**config.mk**
```make
export PLATFORM = sky130hd
export DESIGN_NAME = sign_mag_add_arb
export DESIGN_NICKNAME = d
export VERILOG_FILES = /design/src/rtl/sign_mag_add_arb.sv
export SDC_FILE = /design/constraint.sdc
export NUM_CORES = 1
export LEC_CHECK = 0
export CORE_UTILIZATION = 44
export CTS_CLUSTER_DIAMETER = 120
export CTS_CLUSTER_SIZE = 14
export DETAILED_ROUTE_END_ITERATION = 10
export MAX_ROUTING_LAYER = met4
export PLACE_DENSITY = 0.8
export SYNTH_ARGS = -nofsm -noshare
export SYNTH_HDL_FRONTEND = slang
export SYNTH_SLANG_ARGS = --single-unit
```
**constraint.sdc**
```tcl
create_clock -name clk_i -period 1.7 [get_ports clk_i]
set_input_delay 0.51 -clock clk_i [delete_from_list [all_inputs] [get_ports clk_i]]
set_output_delay 0.51 -clock clk_i [all_outputs]
set_load 0.03 [all_outputs]
```
**src/rtl/sign_mag_add_arb.sv**
```systemverilog
// sign_mag_add_arb: two-requester round-robin arbiter sharing one N-bit sign-magnitude adder.
// Define SMA_SAT_EN to saturate the magnitude on equal-sign overflow instead of wrapping.
module sign_mag_add_arb #(
    parameter int N = 4
) (
    input  logic         clk_i,
    input  logic         rst_ni,
    input  logic         req0_i,
    input  logic [N-1:0] a0_i,
    input  logic [N-1:0] b0_i,
    input  logic         req1_i,
    input  logic [N-1:0] a1_i,
    input  logic [N-1:0] b1_i,
    output logic         done0_o,
    output logic         done1_o,
    output logic [N-1:0] sum_o,
    output logic         ovf_o,
    output logic         busy_o
);
    localparam int M = N - 1;

    typedef enum logic [1:0] {IDLE, CALC, RESP} state_e;

    state_e       state_q, state_d;
    logic         id_q, id_d, last_q, last_d, ovf_q, ovf_d;
    logic         done0_q, done0_d, done1_q, done1_d;
    logic [N-1:0] a_q, a_d, b_q, b_d, sum_q, sum_d;
    logic         sa, sb, same, ge, sgn, res_ovf, grant;
    logic [M-1:0] ma, mb, mag;
    logic [M:0]   s;

    always_comb begin
        sa      = a_q[N-1];
        sb      = b_q[N-1];
        ma      = a_q[M-1:0];
        mb      = b_q[M-1:0];
        s       = {1'b0, ma} + {1'b0, mb};
        same    = sa == sb;
        ge      = ma >= mb;
        res_ovf = same & s[M];
`ifdef SMA_SAT_EN
        mag     = same ? (s[M] ? '1 : s[M-1:0]) : (ge ? ma - mb : mb - ma);
`else
        mag     = same ? s[M-1:0] : (ge ? ma - mb : mb - ma);
`endif
        // a zero magnitude always carries a positive sign
        sgn     = (same ? sa : (ge ? sa : sb)) & |mag;
    end

    assign grant = (req0_i & req1_i) ? ~last_q : req1_i;

    always_comb begin
        state_d = state_q;
        id_d    = id_q;
        last_d  = last_q;
        a_d     = a_q;
        b_d     = b_q;
        sum_d   = sum_q;
        ovf_d   = ovf_q;
        done0_d = 1'b0;
        done1_d = 1'b0;
        case (state_q)
            IDLE: if (req0_i | req1_i) begin
                id_d    = grant;
                a_d     = grant ? a1_i : a0_i;
                b_d     = grant ? b1_i : b0_i;
                state_d = CALC;
            end
            CALC: begin
                sum_d   = {sgn, mag};
                ovf_d   = res_ovf;
                state_d = RESP;
            end
            RESP: begin
                done0_d = ~id_q;
                done1_d = id_q;
                last_d  = id_q;
                state_d = IDLE;
            end
            default: state_d = IDLE;
        endcase
    end

    always_ff @(posedge clk_i or negedge rst_ni) begin
        if (!rst_ni) begin
            state_q <= IDLE;
            id_q    <= 1'b0;
            last_q  <= 1'b1;
            a_q     <= '0;
            b_q     <= '0;
            sum_q   <= '0;
            ovf_q   <= 1'b0;
            done0_q <= 1'b0;
            done1_q <= 1'b0;
        end else begin
            state_q <= state_d;
            id_q    <= id_d;
            last_q  <= last_d;
            a_q     <= a_d;
            b_q     <= b_d;
            sum_q   <= sum_d;
            ovf_q   <= ovf_d;
            done0_q <= done0_d;
            done1_q <= done1_d;
        end
    end

    assign done0_o = done0_q;
    assign done1_o = done1_q;
    assign sum_o   = sum_q;
    assign ovf_o   = ovf_q;
    assign busy_o  = state_q != IDLE;
endmodule

```
==> metrics <==
clock root cell clkbuf_4; Yosys top cell by area dfrtp_1; post-synthesis compound-gate area fraction around 14%; Post-Synth XOR/XNOR Area about 2.2%; Core Region ~0.0025 mm^2; Worst-path clk slew ~0.11 ns; initial antenna violation count 0; Crit path max-delay family adder cells; Vias roughly 900; Post-Synth Adder-Cell Area 13.8%; worst endpoint required time about 1.9 ns; Cell Area, Synth 0.00116 mm^2; Worst Hold Depth 1; diode count 0; VDD IR-drop max 1190 uV; critical path class flip-flop to flip-flop; Routed WL approximately 2400 um; Ports 28; Slew Limit Fails 0; post-synthesis sequential area ratio 41.1%; initial core utilization between 40% and 50%; Overflow after GRT 0; top_reg_cell synth dfrtp_1; Routability Congestion a little under 0.8; syn_area_per_cell about 10 um^2; Tcrit/Tclk final 103%; Crit path largest cell delay approximately 0.53 ns; Worst-Skew Late Latency slightly above 0.3 ns; Max Cap Viol 0; pre-CTS WS -0.183 ns; setup slack after layout -0.0431 ns; unrepaired setup endpoints after global routing true; Distinct cells, synth 35; post-synthesis cell count about 110; leakage 0.000745 uW; Max stage delay cell, worst path fa_2; crit end category flip-flop; Setup Viol. Count Final 2; asr flop ratio synth 100%; status complete, but fails checks; # DRC 0; vias in the first global route ~950; die footprint ~0.0028 mm^2; Longest Clk Path Bufs 2; H-tree Lvls 1; failing checks setup timing; startpoint class of the critical path flip-flop; Port Buf Inserts 27; drt initial violations 7; Nets between 150 and 200; CP arrival 1.95 ns; first-pass GRT wire length between 4000 and 5000 um; fraction of layout cells with a size suffix above 1 between 20 and 30%; Worst-Margin Slew approximately 0.37 ns; CTS tree yes; crit path cell chain ha_4 -> fa_2 -> nand2_2 -> o211ai_2 -> and3_4 -> a21oi_2; Synth Register Bits 19; final hold vios 0; post-synth top area share about two fifths; CTS buffer count 3; Rel. slew slack about 75%; syn nets between 100 and 150; Die Span Y roughly 53 um; CP Max Fanout 4; Post-DP HPWL 1930 um; EDFF count, synth 0; Critical Path Stages 6; post-route antenna net violation count 0; largest family of logic cells by synthesized area simple AND/OR/NAND/NOR gates; min cycle time layout roughly 1.7 ns; first-pass iteration count of the detailed router 5; Core Util, Final between 60% and 70%; Setup Skew between 0.005 and 0.006 ns; FMAX 0.574 GHz; synth top area cells dfrtp_1 (39%), ha_1 (8.6%), mux2i_1 (7.8%), fa_1 (5.2%), a21oi_1 (3.9%); post-CTS setup buffer count 0; Pwr Total 3400 uW; total track usage roughly a fifth; CP Buf/Inv Count 0; largest net degree at the start of global routing 20; R2R depth 6; hold slack roughly 0.43 ns; WL/cell about 13 um; pwr dens 2080 mW/mm^2; row count 18; Clock Sinks 19; Hold-fix buffers, CTS 0; Setup TNS Final -0.0591 ns; worst hold path type flip-flop to flip-flop; die width about 53 um; Simple-Gate Fraction of Synth Area about 15%; synth-to-layout area growth 40.8%; Synth Warn # 0; mux contribution to synthesized area ~8.7%; vias per cell ~5
[path summary, 6_finish.rpt]
kind,startpoint,to,slack (ns)
max in group asynchronous,rst_ni,a_q[0],0.80
hold reg to reg,id_q,done0_o,0.43
min in group asynchronous,rst_ni,sum_o[2],0.45
setup / recovery,b_q[0],sum_o[3],-0.04
setup reg to reg,b_q[0],sum_o[3],-0.04
hold / removal,id_q,done0_o,0.43
[synthesized netlist by cell type (2+ instances only)]
master / instances
o21ai_0: 5
nor3b_1: 4
inv_1: 9
ha_1: 8
a21oi_1: 9
nor2_1: 12
mux2i_1: 9
buf_2: 2
o21ai_1: 3
fa_1: 3
nand2b_1: 2
nand2_1: 7
dfrtp_1: 18
[power breakdown]
group	switching [uW]	leakage, uW	internal (uW)
Combinational	1220	0.000505	1100
Clock	143	0.0000177	88.0
Sequential	182	0.000223	674
Total	1550	0.000745	1860
[worst register-to-register path: cells and delay by family, from the launching register on]
kind	cells	cell delay (ns)
adders and majority gates	2	0.71
DFF	1	0.47
AOI/OAI and AO/OA	2	0.21
and+or+nand+nor	2	0.25
[per-stage QoR]
step,area (um^2),instances
floorplan,1160,113
global placement,1540,178
detailed placement,1540,178
CTS,1630,182
global route,1640,182
finish,1640,182
[sequential cells by signal, indices dropped and copies added (netlist names)]
name     flops
done1_o      1
done0_o      1
last_q       1
b_q          4
a_q          4
ovf_o        1
id_q         1
state_q      2
sum_o        4
[cells by family (layout without fill, tap and decap cells)]
family	count (synthesis)	after routing
AND/OR/NAND/NOR	33	33
flip-flops	19	19
AO/OA/AOI/OAI	25	25
buffers and inverters	13	52
XOR/XNOR	2	2
adder cells (fa/ha/maj)	11	11
multiplexers	10	10
[timing repair]
item                                    in CTS  in global routing
endpoints found under the setup margin      10                  3
gates resized for setup                     26                  6
pin swaps                                    7                  4
[layer usage]
metal / wire [um] / global-route usage, %
met5: 0 / -
met4: 45 / 7.89
met3: 88 / 6.03
met2: 1370 / 36.7
met1: 906 / 22.0
[area by class of cell]
class	instances	area, um^2
fillers	221	842
multi-input cells	81	698
flip-flops and latches	19	479
repair buffers	39	359
well taps	30	37.5
inverters	9	33.8
clock buffers	3	22.5
clock inverters	1	5.00
[cell usage in the layout (no fill, tap or decap), types with 5 or more instances in the layout]
| master | Yosys | final |
|---|---|---|
| nand2_1 | 7 | 6 |
| a21oi_1 | 9 | 9 |
| mux2i_1 | 9 | 9 |
| buf_4 | 1 | 11 |
| dfrtp_1 | 18 | 16 |
| dlygate4sd2_1 | 0 | 7 |
| clkdlybuf4s50_1 | 0 | 19 |
| inv_1 | 9 | 5 |
| nor2_1 | 12 | 12 |
| o21ai_0 | 5 | 5 |
Note: power is estimated with default switching activity, not from simulation.
